[src/rtl/bram_dump_reader_pkg.sv]
// ---------------------------------------------------------------------------
// bram_dump_reader_pkg
//   Shared constants and the FSM state type for the BRAM dump reader.
//   Default widths match the rv32i data BRAM: 4 KiB byte window holding
//   32-bit words, with one-cycle registered read latency on the debug port.
//   No ports (package).
// ---------------------------------------------------------------------------
package bram_dump_reader_pkg;

  localparam int DUMP_ADDR_WIDTH = 12;
  localparam int DUMP_DATA_WIDTH = 32;
  localparam int DUMP_RD_LATENCY = 1;
  localparam int DUMP_CNT_WIDTH  = 11;
  localparam int DUMP_WORD_BYTES = 4;

  // 3-bit encoding shared with the rv32i control definitions
  typedef enum logic [2:0] {
    DUMP_IDLE  = 3'd0,
    DUMP_ISSUE = 3'd1,
    DUMP_WAIT  = 3'd2,
    DUMP_HOLD  = 3'd3,
    DUMP_DONE  = 3'd4
  } dump_state_e;

  // The ISSUE cycle already accounts for one cycle of read latency, so WAIT
  // only needs to count the remaining RD_LATENCY-1 cycles down to zero.
  function automatic logic [1:0] lat_preload(input int rd_latency);
    return (rd_latency > 0) ? 2'(rd_latency - 1) : 2'd0;
  endfunction

endpackage

[src/rtl/bram_dump_reader_if.sv]
// ---------------------------------------------------------------------------
// bram_dump_reader_if
//   Valid/ready output stream of the dump reader.
//   m_valid  : beat valid (master -> slave)
//   m_ready  : consumer accepts beat when m_valid && m_ready (slave -> master)
//   m_data   : word read from the BRAM
//   m_addr   : byte address the word was read from
// ---------------------------------------------------------------------------
interface bram_dump_reader_if #(
  parameter int ADDR_WIDTH = bram_dump_reader_pkg::DUMP_ADDR_WIDTH,
  parameter int DATA_WIDTH = bram_dump_reader_pkg::DUMP_DATA_WIDTH
);

  logic                  m_valid;
  logic                  m_ready;
  logic [DATA_WIDTH-1:0] m_data;
  logic [ADDR_WIDTH-1:0] m_addr;

  modport master (output m_valid, output m_data, output m_addr, input m_ready);
  modport slave  (input m_valid, input m_data, input m_addr, output m_ready);

endinterface

[src/rtl/bram_dump_reader.sv]
// ---------------------------------------------------------------------------
// bram_dump_reader
//   Reads a contiguous window of a bram32 through its debug read port and
//   streams each word out over valid/ready, one word at a time (no prefetch).
//   Never writes the BRAM and never touches the CPU-owned read port.
// Ports
//   clk, rst    : single rising-edge clock, synchronous active-high reset
//   start       : one-cycle dump request, only honoured in IDLE
//   abort       : cancels a running dump (and blocks a start in IDLE)
//   base_addr   : first byte address, low two bits ignored
//   word_count  : number of words, sampled with start (0 = no beats)
//   debug_addr  : word-aligned address to bram32 debug_addr
//   debug_data  : read data from bram32 debug_data
//   m_if        : output stream (m_valid/m_ready/m_data/m_addr)
//   busy        : high from accepted start until done/abort
//   done        : one-cycle pulse once the last beat has handshaken
// ---------------------------------------------------------------------------
module bram_dump_reader
  import bram_dump_reader_pkg::*;
#(
  parameter int ADDR_WIDTH = DUMP_ADDR_WIDTH,
  parameter int DATA_WIDTH = DUMP_DATA_WIDTH,
  parameter int RD_LATENCY = DUMP_RD_LATENCY,
  parameter int CNT_WIDTH  = DUMP_CNT_WIDTH
) (
  input  logic                  clk,
  input  logic                  rst,
  input  logic                  start,
  input  logic                  abort,
  input  logic [ADDR_WIDTH-1:0] base_addr,
  input  logic [CNT_WIDTH-1:0]  word_count,
  output logic [ADDR_WIDTH-1:0] debug_addr,
  input  logic [DATA_WIDTH-1:0] debug_data,
  bram_dump_reader_if.master    m_if,
  output logic                  busy,
  output logic                  done
);

  localparam logic [ADDR_WIDTH-1:0] WORD_STEP  = ADDR_WIDTH'(DUMP_WORD_BYTES);
  localparam logic [ADDR_WIDTH-1:0] ALIGN_MASK = ~ADDR_WIDTH'(DUMP_WORD_BYTES - 1);
  localparam logic [1:0]            LAT_LOAD   = lat_preload(RD_LATENCY);
  localparam bit                    ZERO_LAT   = (RD_LATENCY == 0);

  dump_state_e           state;
  logic [ADDR_WIDTH-1:0] cur_addr;
  logic [CNT_WIDTH-1:0]  remaining;
  logic [1:0]            lat_cnt;

  // Dump sequencer. Every output is a register; debug_addr is loaded on the
  // transition into ISSUE so the BRAM sees the address for the whole ISSUE
  // cycle, which is what lets a combinational BRAM be captured in ISSUE.
  // done is raised on leaving DONE, so it appears together with busy=0.
  // An abort in any active state overrides whatever the case statement did,
  // which also suppresses the done pulse and drops a pending beat.
  always_ff @(posedge clk) begin
    if (rst) begin
      state        <= DUMP_IDLE;
      cur_addr     <= '0;
      remaining    <= '0;
      lat_cnt      <= 2'd0;
      debug_addr   <= '0;
      m_if.m_valid <= 1'b0;
      m_if.m_data  <= '0;
      m_if.m_addr  <= '0;
      busy         <= 1'b0;
      done         <= 1'b0;
    end else begin
      done <= 1'b0;
      case (state)
        DUMP_IDLE: begin
          if (start && !abort) begin
            cur_addr   <= base_addr & ALIGN_MASK;
            debug_addr <= base_addr & ALIGN_MASK;
            remaining  <= word_count;
            busy       <= 1'b1;
            state      <= (word_count == '0) ? DUMP_DONE : DUMP_ISSUE;
          end
        end
        DUMP_ISSUE: begin
          if (ZERO_LAT) begin
            m_if.m_data  <= debug_data;
            m_if.m_addr  <= cur_addr;
            m_if.m_valid <= 1'b1;
            state        <= DUMP_HOLD;
          end else begin
            lat_cnt <= LAT_LOAD;
            state   <= DUMP_WAIT;
          end
        end
        DUMP_WAIT: begin
          if (lat_cnt == 2'd0) begin
            m_if.m_data  <= debug_data;
            m_if.m_addr  <= cur_addr;
            m_if.m_valid <= 1'b1;
            state        <= DUMP_HOLD;
          end else begin
            lat_cnt <= lat_cnt - 2'd1;
          end
        end
        DUMP_HOLD: begin
          if (m_if.m_ready) begin
            m_if.m_valid <= 1'b0;
            remaining    <= remaining - CNT_WIDTH'(1);
            if (remaining == CNT_WIDTH'(1)) begin
              state <= DUMP_DONE;
            end else begin
              cur_addr   <= cur_addr + WORD_STEP;
              debug_addr <= cur_addr + WORD_STEP;
              state      <= DUMP_ISSUE;
            end
          end
        end
        DUMP_DONE: begin
          done  <= 1'b1;
          busy  <= 1'b0;
          state <= DUMP_IDLE;
        end
        default: begin
          state <= DUMP_IDLE;
        end
      endcase

      if (abort && (state != DUMP_IDLE)) begin
        state        <= DUMP_IDLE;
        m_if.m_valid <= 1'b0;
        busy         <= 1'b0;
        done         <= 1'b0;
      end
    end
  end

endmodule

[src/flat_wrapper.sv]
// flat-port wrapper written by rule: the top's interface ports become plain ports
module bram_dump_reader_flat import bram_dump_reader_pkg::*;
#(
  parameter int ADDR_WIDTH = DUMP_ADDR_WIDTH,
  parameter int DATA_WIDTH = DUMP_DATA_WIDTH,
  parameter int RD_LATENCY = DUMP_RD_LATENCY,
  parameter int CNT_WIDTH  = DUMP_CNT_WIDTH
)
  (clk, rst, start, abort, base_addr, word_count, debug_addr, debug_data, busy, done, m_if_m_valid, m_if_m_data, m_if_m_addr, m_if_m_ready);
  bram_dump_reader_if #(.ADDR_WIDTH(ADDR_WIDTH), .DATA_WIDTH(DATA_WIDTH)) m_if_i ();
  input  logic clk;
  input  logic rst;
  input  logic start;
  input  logic abort;
  input  logic [ADDR_WIDTH-1:0] base_addr;
  input  logic [CNT_WIDTH-1:0] word_count;
  output logic [ADDR_WIDTH-1:0] debug_addr;
  input  logic [DATA_WIDTH-1:0] debug_data;
  output logic busy;
  output logic done;
  output wire logic [$bits(m_if_i.m_valid)-1:0] m_if_m_valid;
  output wire logic [$bits(m_if_i.m_data)-1:0] m_if_m_data;
  output wire logic [$bits(m_if_i.m_addr)-1:0] m_if_m_addr;
  input wire logic [$bits(m_if_i.m_ready)-1:0] m_if_m_ready;
  assign m_if_m_valid = m_if_i.m_valid;
  assign m_if_m_data = m_if_i.m_data;
  assign m_if_m_addr = m_if_i.m_addr;
  assign m_if_i.m_ready = m_if_m_ready;
  bram_dump_reader #(.ADDR_WIDTH(ADDR_WIDTH), .DATA_WIDTH(DATA_WIDTH), .RD_LATENCY(RD_LATENCY), .CNT_WIDTH(CNT_WIDTH)) u_core (.clk(clk), .rst(rst), .start(start), .abort(abort), .base_addr(base_addr), .word_count(word_count), .debug_addr(debug_addr), .debug_data(debug_data), .m_if(m_if_i), .busy(busy), .done(done));
endmodule
[config.mk]
export PLATFORM = sky130hd
export DESIGN_NAME = bram_dump_reader_flat
export DESIGN_NICKNAME = d
export VERILOG_FILES = /design/src/rtl/bram_dump_reader_pkg.sv /design/src/rtl/bram_dump_reader_if.sv /design/src/rtl/bram_dump_reader.sv /design/src/flat_wrapper.sv
export SDC_FILE = /design/constraint.sdc
export NUM_CORES = 1
export LEC_CHECK = 0
export ABC_AREA = 1
export CAP_MARGIN = 20
export CORE_MARGIN = 5
export CORE_UTILIZATION = 45
export DETAILED_ROUTE_END_ITERATION = 6
export GPL_TIMING_DRIVEN = 0
export PLACE_DENSITY = 0.81
export SYNTH_ARGS = -nofsm -noshare
export SYNTH_HDL_FRONTEND = slang
export SYNTH_SLANG_ARGS = --single-unit
[constraint.sdc]
create_clock -name clk -period 1.75 [get_ports clk]
set_clock_uncertainty 0.15 [all_clocks]
set_input_delay 0.35 -clock clk [delete_from_list [all_inputs] [get_ports clk]]
set_output_delay 0.35 -clock clk [all_outputs]
set_load 0.01 [all_outputs]
==> metrics.txt <==
Top delay family on crit path buffers and inverters; Adder-Cell Fraction of Synth Area 1.52%; Hold-fix buffers, CTS 0; core area roughly 7200 um2; nets 668; setup TNS 0 ps; Slowest-stage cell, CP clkdlybuf4s50_1; Placed Cells 689; Synth Area in XOR/XNOR 0.800%; boundary pin count 119; post-synthesis mux area share 0%; largest area contributor in the netlist dfxtp_1; fin cells approximately 710; global-route wire length before repair 16.2 mm; FF-to-FF End u_core.m_if.m_data[30]; Starting DRT DRC Count 252; hpwl dp 7.58 mm; PD cells 1400 nW/um2; Die Width 95.4 um; CP cell instances clkdlybuf4s50_1; clock transition at the registers of the reported paths 80 ps; startpoint types register; DR vias 3,549; Max Buffers Root-to-Sink 2; Die Height 95.4 um; fin crit share 98.6%; clock sinks 71; routed length per instance ~15 um; grt total ovfl 0; Worst setup endpoint m_if_m_data[28]; syn_area_per_cell 6.91 um2; Antenna Cells 0; Post-Syn Area 3280 um2; worst endpoint required time between 1000 and 1500 ps; Global Route Usage Sum 22.9%; post-synthesis register bit count 71; Final Hold Fails 0; Max Fclk 0.580 GHz; compound-cell area share of the yosys netlist between 10% and 20%; die area approximately 9100 um2; root buf cell clkbuf_8; biggest cell delay along the critical path 540 ps; CP Buf/Inv Count 1; area delta synth->final 47.8%; Avg Vias per Cell 5.01; critical path class reg -> out; CP endpoint kind output pin; largest family of logic cells by synthesized area simple AND/OR/NAND/NOR gates; via count of the first global-routing pass 3,514; DRC 0; largest net degree at the start of global routing 13; Worst-Margin Slew 591 ps; Final Setup Violations 0; Reg2Reg Depth 9; Top FF cell, synth dfxtp_1; grt met1 use 26.2%; CP max FO 2; share of layout cells above drive strength 1 between 10% and 20%; Port Buffers 112; H-tree levels 3; area share of the leading cell type in the synthesized netlist 43.3%; Post-synth ARST share 0%; CTS tree done; worst ir drop on vdd 0.000747 V; initial core utilization a little under half; Critical Path Source u_core.m_if.m_data[28]; Simple-Gate Fraction of Synth Area 27.2%; Leakage between 2 and 3 nW; HP Class reg -> reg; Post-Syn Instances about 480; number of CTS-inserted buffers 9; fillcell total 632; Final ANT Viol Nets 0; DR pass1 iterations 4; normalized max-slew margin 60.6%; met2 usage 38.0%; commonest non-fill, non-tap cell in the layout nor2_1; status finished clean; Core Rows 31; Final Critical Period 1720 ps; met3 Track Usage GR 10.0%; Reg2Reg Launch Point u_core.state[2]; post-detailed-routing wire length around 10 mm; Place WS -422 ps; EDFF count, synth 0; GR peak layer met2; GP Congestion 0.908; most frequent cells in the layout 105 x nor2_1, 72 x nand2_1, 67 x o21ai_0, 67 x clkdlybuf4s50_1, 64 x dfxtp_1; max cap viols 0; Pwr Total 0.00677 W; WHS slightly above 300 ps; stages on the worst setup path 1; sequential area share after synthesis 43.3%; main area contributors after synthesis dfxtp_1 43%, nor2_1 13%, o21ai_0 10%, nand2_1 8.2%, a21oi_1 5.2%; reg-to-reg setup timing slack about 70 ps; Clk Latency, worst-skew pair 340 ps; pins over their slew limit 0; worst setup margin 25.3 ps; Synth warnings 0; crit path DAT roughly 1200 ps; initial antenna violation count 0; Cell variety after synth 34
report_power, final:
group	internal, W	leakage (nW)	switching, W
sequential	0.00217	0.583	0.000347
clock	0.000515	0.0833	0.000627
combinational	0.00138	1.95	0.00173
cell usage after synthesis (2+ instances only):
| cell | instances |
|---|---|
| nor3_1 | 4 |
| a31oi_1 | 3 |
| o211ai_1 | 2 |
| o21ai_0 | 67 |
| buf_2 | 11 |
| nand2_1 | 72 |
| ha_1 | 4 |
| dfxtp_1 | 71 |
| nand3_1 | 15 |
| o21ai_1 | 3 |
| nor2_1 | 110 |
| inv_2 | 6 |
| nand2_2 | 3 |
| buf_4 | 6 |
| a211oi_1 | 2 |
| a21oi_1 | 34 |
| clkbuf_1 | 7 |
| or2_2 | 3 |
| xor2_1 | 2 |
| buf_6 | 2 |
| inv_1 | 35 |
final cells by class:
cell class | count | area, um2 | share of cell area [%]
Multi-Input combinational cell | 339 | 1600 | 33.0
Timing Repair Buffer | 116 | 1210 | 24.9
Inverter | 41 | 156 | 3.22
Clock buffer | 11 | 131 | 2.71
Clock inverter | 5 | 35.0 | 0.722
Sequential cell | 71 | 1430 | 29.5
Tap cell | 99 | 124 | 2.55
Buffer | 26 | 166 | 3.43
worst min-delay path by stage:
| stage | start | end | cells past startpoint |
|---|---|---|---|
| 6_report | u_core.m_if.m_valid | u_core.m_if.m_valid | 2 |
| 3_5_place_dp | u_core.m_if.m_valid | u_core.m_if.m_valid | 2 |
| 3_3_place_gp | u_core.m_if.m_valid | u_core.m_if.m_valid | 2 |
| 2_1_floorplan | u_core.lat_cnt[1] | u_core.lat_cnt[1] | 2 |
| 5_1_grt | u_core.busy | u_core.busy | 2 |
| 4_1_cts | u_core.m_if.m_valid | u_core.m_if.m_valid | 2 |
worst register-to-register path, delay by kind of cell (launching register included):
kind                   cells  cell delay, ps
buffers and inverters      4             450
DFF                        1             350
and+or+nand+nor            5             610
repair_timing:
action | 4_1_cts | 5_1_grt
setup endpoints to repair | 35 | 80
buffers inserted | 0 | 4
resized for setup | 21 | 59
pin swaps | 0 | 2
per-stage QoR:
stage | utilization, % | instance area, um2
2_1_floorplan | - | 3300
3_3_place_gp | 63.3 | 4540
3_5_place_dp | 63.3 | 4540
4_1_cts | 65.5 | 4700
5_1_grt | 67.7 | 4850
6_report | 67.7 | 4850
sequential cells by signal, summed over array words and instances, names as in the netlist:
register and count:
u_core.m_if.m_data 32, u_core.remaining 11, u_core.debug_addr 10, u_core.m_if.m_addr 10, u_core.state 3, u_core.lat_cnt 2, u_core.busy 1, u_core.done 1
u_core.m_if.m_valid 1
metal layers:
layer  share of wire (%)  wire [um]
met2                  48       4920
met4                 1.4        147
met3                  11       1120
met5                   0          0
met1                  40       4120
cell families (layout without fill, tap and decap cells):
| kind of cell | Yosys count | after routing |
|---|---|---|
| AND/OR/NAND/NOR | 215 | 215 |
| AO/OA/AOI/OAI | 113 | 113 |
| flip-flops | 71 | 71 |
| buffers and inverters | 68 | 199 |
| adder cells (fa/ha/maj) | 4 | 4 |
| XOR/XNOR | 3 | 3 |
| other | 1 | 4 |
Note: power is estimated with default switching activity, not from simulation.
==> RTL edit 1: new RTL, config.mk and constraints unchanged <==
`DUMP_ADDR_WIDTH`: 12 -> 13.
--- a/src/rtl/bram_dump_reader_pkg.sv
+++ b/src/rtl/bram_dump_reader_pkg.sv
@@ -8,5 +8,5 @@
 package bram_dump_reader_pkg;
 
-  localparam int DUMP_ADDR_WIDTH = 12;
+  localparam int DUMP_ADDR_WIDTH = 13;
   localparam int DUMP_DATA_WIDTH = 32;
   localparam int DUMP_RD_LATENCY = 1;
Ports: changed (resized base_addr, debug_addr and m_if_m_addr); port bits go from 119 to 122. No check against the original RTL was run, so the function may have changed too.
==> RTL edit 1 against the original RTL <==
Setup slack better by 0.011 ns. Register-to-register slack better by 0.03 ns. Worst hold slack worse by 0.063 ns. Design area up 3.7%. Maximum frequency up 0.62%. Highest routed layer unchanged. Non-clock buffer count up 3. Area after synthesis up 4.3%. Sequential cell count up 2. Routed wire length down 2.7%.
Power is not compared: it rests on default switching activity, and its combinational part moved more than twofold at a synthesized area within 25%.
==> RTL edit 1: results (changes against the original RTL) <==
drt:
  routed_via_density: 4.94  # -1.4%
  drt_iter0_drc: 165  # -35%
  wl_um: 10000  # -2.7%
  drtAntennaViolNets: 0  # unchanged
  drtPass1Iterations: 4  # unchanged
power_and_ir_drop:
  vdd_ir_drop_max_uv: 555
  p_leak_nw: 2.72
  switching_share_pct: 28.0
  p_clk_share_pct: 36.4
clock_tree:
  cts_resized: 34  # +62%
  clockRootBuffer: "clkbuf_8"
  cts_made_buffers: 9  # unchanged
  clock_latency_ns: 0.34  # about the same
  cts.reportedPaths.clkPinSlew_ns: 0.08  # about the same
  clk_path_buf_depth: 2  # unchanged
yosys:
  synthAdderAreaFrac_pct: 1.46  # -0.062 points
  synth_seq_area_share_pct: 42.7  # -0.60 points
  yosysTopAreaCell: "dfxtp_1"
  synth_cell_types: 31  # -8.8%
  ys.flop_type: "dfxtp_1"
  synthTopCellsByCount: "nor2_1, nand2_1, dfxtp_1"
  synth_compound_area_share_pct: 16.2  # -1.6 points
  synthMuxAreaShare_pct: 0  # unchanged
  synth_xor_area_share_pct: 1.02  # +0.22 points
  netlist_top_cells_area: "dfxtp_1, nor2_1, o21ai_0"
  ys_async_sr_fraction_pct: 0  # unchanged
placement:
  place_congestion: 0.877  # -3.4%
  dp_hpwl_um: 7470  # -1.3%
  portBuffers: 114  # +1.8%
  dp_slack_ns: -0.147  # +0.275 ns
critical_path:
  slowest_stage: "clkdlybuf4s50_1"
  cp_slowest_stage_delay_ns: 0.54  # about the same
  r2r_end: "u_core.m_if.m_data[10]"
  r2r_start: "u_core.state[2]"
  ff2ff_path_depth: 9  # unchanged
  crit_end: "m_if_m_data[15]"
  reg2reg_slack_ns: 0.10  # +0.03 ns
  critical_path.max_fanout: 2  # unchanged
  cp_top_family: "buffers and inverters"
  critPathLaunch: "u_core.m_if.m_data[15]"
min_path:
  hold_end: "u_core.lat_cnt[1]"
  min_from: "rst"
  hold_path_class: "input pin to flip-flop"
  whs_path_depth: 2  # unchanged
grt:
  grt_first_pass_wirelength_um: 16700  # +2.9%
  grt_usage_pct: 21.1  # -1.8 points
  gr-total-overflow: 0  # unchanged
  grt_pass1_vias: 3685  # +4.9%
  grt_max_degree: 14  # +1
layout:
  antennaDiodeCount: 0  # unchanged
  fin_nets: 692  # +3.6%
  regMostFlops: "u_core.m_if.m_data"
  largest_reg_flops: 32  # unchanged
  drive_gt1_share_pct: 11.1  # -0.91 points
status:
  status: "complete, no violations"
floorplanning:
  rows: 31  # unchanged
timing:
  setup_slack_ns: 0.0360  # +0.0107 ns
  finalHoldViolations: 0  # unchanged
## RTL edit 1: cell count changes after synthesis, moves of 3 or more
cell,unedited run,this run
nand4_1,1,4
nand2_4,0,3
o21ai_1,3,8
o21ai_0,67,63
nand3_1,15,20
nand2_1,72,81
## RTL edit 1: layer usage
| layer | global-route usage (%) | wire [um] | vias to the layer above |
|---|---|---|---|
| met3 | 9.05 | 1060 | 9 |
| li1 | - | - | 1848 |
| met5 | 0 | 0 | - |
| met4 | 6.71 | 101 | 0 |
| met1 | 23.7 | 4090 | 1627 |
| met2 | 36.1 | 4780 | 128 |
## RTL edit 1: metrics by stage
stage          hold slack [ns]  instances  total power [W]  cell area (um2)  setup TNS (ns)
6_report                 0.248        731          0.00426             5030               0
5_1_grt                  0.310        731          0.00448             5030          -0.132
4_1_cts                  0.236        728          0.00428             4910               0
3_5_place_dp             0.304        712          0.00276             4700           -2.63
3_3_place_gp             0.302        712          0.00274             4700           -2.32
2_1_floorplan            0.321        499          0.00235             3440               0
## RTL edit 1: layout make-up
| type | count | area (um2) |
|---|---|---|
| sequential | 73 | 1470 |
| tap | 99 | 124 |
| multi-input combinational | 356 | 1680 |
| timing repair buffer | 117 | 1190 |
| buffer | 28 | 179 |
| inverter | 42 | 160 |
| fill | 618 | 2300 |
| clock buffer | 11 | 151 |
| clock inverter | 5 | 86.3 |
## RTL edit 1: power groups by stage
| stage | clock network (W) | logic (W) | registers (W) |
|---|---|---|---|
| floorplan | 0 | 0.000427 | 0.00192 |
| global placement | 0 | 0.000844 | 0.00190 |
| detailed placement | 0 | 0.000861 | 0.00190 |
| CTS | 0.00158 | 0.000838 | 0.00186 |
| global route | 0.00166 | 0.000942 | 0.00188 |
| finish | 0.00155 | 0.000842 | 0.00187 |
==> RTL edit 2: new RTL, same flow settings <==
Made on the original files. Register the output `debug_addr` once more, with the module's reset; this adds one clock of latency there. The other outputs are not delayed to match.
--- a/src/rtl/bram_dump_reader.sv
+++ b/src/rtl/bram_dump_reader.sv
@@ -42,4 +42,6 @@
   localparam bit                    ZERO_LAT   = (RD_LATENCY == 0);
 
+  logic [ADDR_WIDTH-1:0] debug_addr_s0;
+
   dump_state_e           state;
   logic [ADDR_WIDTH-1:0] cur_addr;
@@ -59,5 +61,5 @@
       remaining    <= '0;
       lat_cnt      <= 2'd0;
-      debug_addr   <= '0;
+      debug_addr_s0 <= '0;
       m_if.m_valid <= 1'b0;
       m_if.m_data  <= '0;
@@ -71,5 +73,5 @@
           if (start && !abort) begin
             cur_addr   <= base_addr & ALIGN_MASK;
-            debug_addr <= base_addr & ALIGN_MASK;
+            debug_addr_s0 <= base_addr & ALIGN_MASK;
             remaining  <= word_count;
             busy       <= 1'b1;
@@ -106,5 +108,5 @@
             end else begin
               cur_addr   <= cur_addr + WORD_STEP;
-              debug_addr <= cur_addr + WORD_STEP;
+              debug_addr_s0 <= cur_addr + WORD_STEP;
               state      <= DUMP_ISSUE;
             end
@@ -130,4 +132,12 @@
   end
 
+  always_ff @(posedge clk) begin
+    if (rst) begin
+      debug_addr <= '0;
+    end else begin
+      debug_addr <= debug_addr_s0;
+    end
+  end
+
 endmodule
 
Check against the original RTL: not equivalent (Yosys sat finds a counterexample within 4 cycles, from zero or initial values and one cycle with rst high).
==> RTL edit 2 against the original RTL <==
Critical path type unchanged. Setup slack improved by 0.012 ns. Sequential cell count rose by 10. Highest routed layer unchanged. Critical endpoint is now m_if_m_data[5]. Area after synthesis rose by 10%. Global-route usage fell by 2.1 points. Design area rose by 7.8%. Routed wire length rose by 2.1%. Sequential share of layout area rose by 1.5 points.
Power is not compared: it rests on default switching activity, and its combinational part moved more than twofold at a synthesized area within 25%.
==> RTL edit 2: results (changes against the original RTL) <==
placement:
  dp.cells: 714  # +3.6%
  dp_slack_ns: -0.400  # +0.0221 ns
  dp_hpwl_um: 7830  # +3.3%
  placed_area_um2: 4880  # +7.4%
  portBuffers: 112  # unchanged
  place_congestion: 0.882  # -2.9%
yosys:
  synth_seq_area_share_pct: 44.8  # +1.6 points
  syn_area_per_cell_um2: 7.28  # +5.3%
  synthTopCellsByCount: "nand2_1, dfxtp_1, nand3_1"
  netlist_top_cells_area: "dfxtp_1, nand2_1, nand3_1"
  syn_inst: 497  # +4.6%
  synth_cell_types: 36  # +5.9%
status:
  status: "complete, no violations"
drt:
  vias: 3706  # +4.4%
  drt_iter0_drc: 198  # -21%
  wl_um: 10500  # +2.1%
  m1WireLength_um: 4690  # +14%
  met3_length_um: 723  # -35%
  wl_per_cell_um: 14.5  # -0.66%
  met2_length_um: 4990  # +1.4%
  drtPass1Iterations: 4  # unchanged
layout:
  fill_cells: 694  # +9.8%
  fin_nets: 686  # +2.7%
  layout.nonclk_buf_share_pct: 26.5  # -1.8 points
  drive_gt1_share_pct: 11.3  # -0.65 points
  design.seq.count: 81  # +14%
  multi_input_area_um2: 1710  # +6.6%
  buffers: 141  # -0.70%
  seq_area_um2: 1620  # +13%
  clk_share_pct: 4.61  # +1.2 points
  non_clock_inverter_count: 38  # -7.3%
  num-multi-input-gates: 351  # +3.5%
  nClkBuffers: 10  # -1
  syn_to_final_growth_pct: 44.7
grt:
  use_met3_pct: 5.47  # -4.6 points
  grt_max_degree: 14  # +1
  grt_pass1_vias: 3557  # +1.2%
  grt_usage_pct: 20.8  # -2.1 points
  grt_first_pass_wirelength_um: 16700  # +3.2%
  use_met1_pct: 25.8  # -0.47 points
  grtUsageMet2_pct: 35.6  # -2.4 points
clock_tree:
  clk_path_buf_depth: 2  # unchanged
  cts_setup_buffers: 0  # unchanged
  clock_latency_ns: 0.35
critical_path:
  ff2ff_path_depth: 6  # -3
  critical_path.max_fanout: 2  # unchanged
timing:
  max_slew.worst_pin.slew_ns: 0.544  # -0.0472 ns
power_and_ir_drop:
  vdd_ir_drop_max_uv: 466
==> RTL edit 2: cell families (layout without fill, tap and decap cells) <==
family                   after synthesis  count (layout)  share of synthesized area [%]
AO/OA/AOI/OAI                         92              92                           13.3
flip-flops                            81              81                           44.8
other                                  1               4                          0.104
AND/OR/NAND/NOR                      244             244                           30.0
buffers and inverters                 68             194                           8.72
XOR/XNOR                               7               7                           1.69
adder cells (fa/ha/maj)                4               4                           1.38
==> RTL edit 2: worst paths after layout <==
path | from | endpoint | slack (ns)
setup reg to reg | u_core.remaining[0] | u_core.remaining[10] | 0.11
hold reg to reg | u_core.m_if.m_data[26] | u_core.m_if.m_data[26] | 0.31
setup / recovery | u_core.m_if.m_data[5] | m_if_m_data[5] | 0.04
hold / removal | u_core.m_if.m_data[26] | u_core.m_if.m_data[26] | 0.31
==> RTL edit 2: timing repair <==
item                                   CTS  global route
endpoints found under the hold margin    0             0
gates resized for setup                 15            61
setup endpoints to repair               52            80
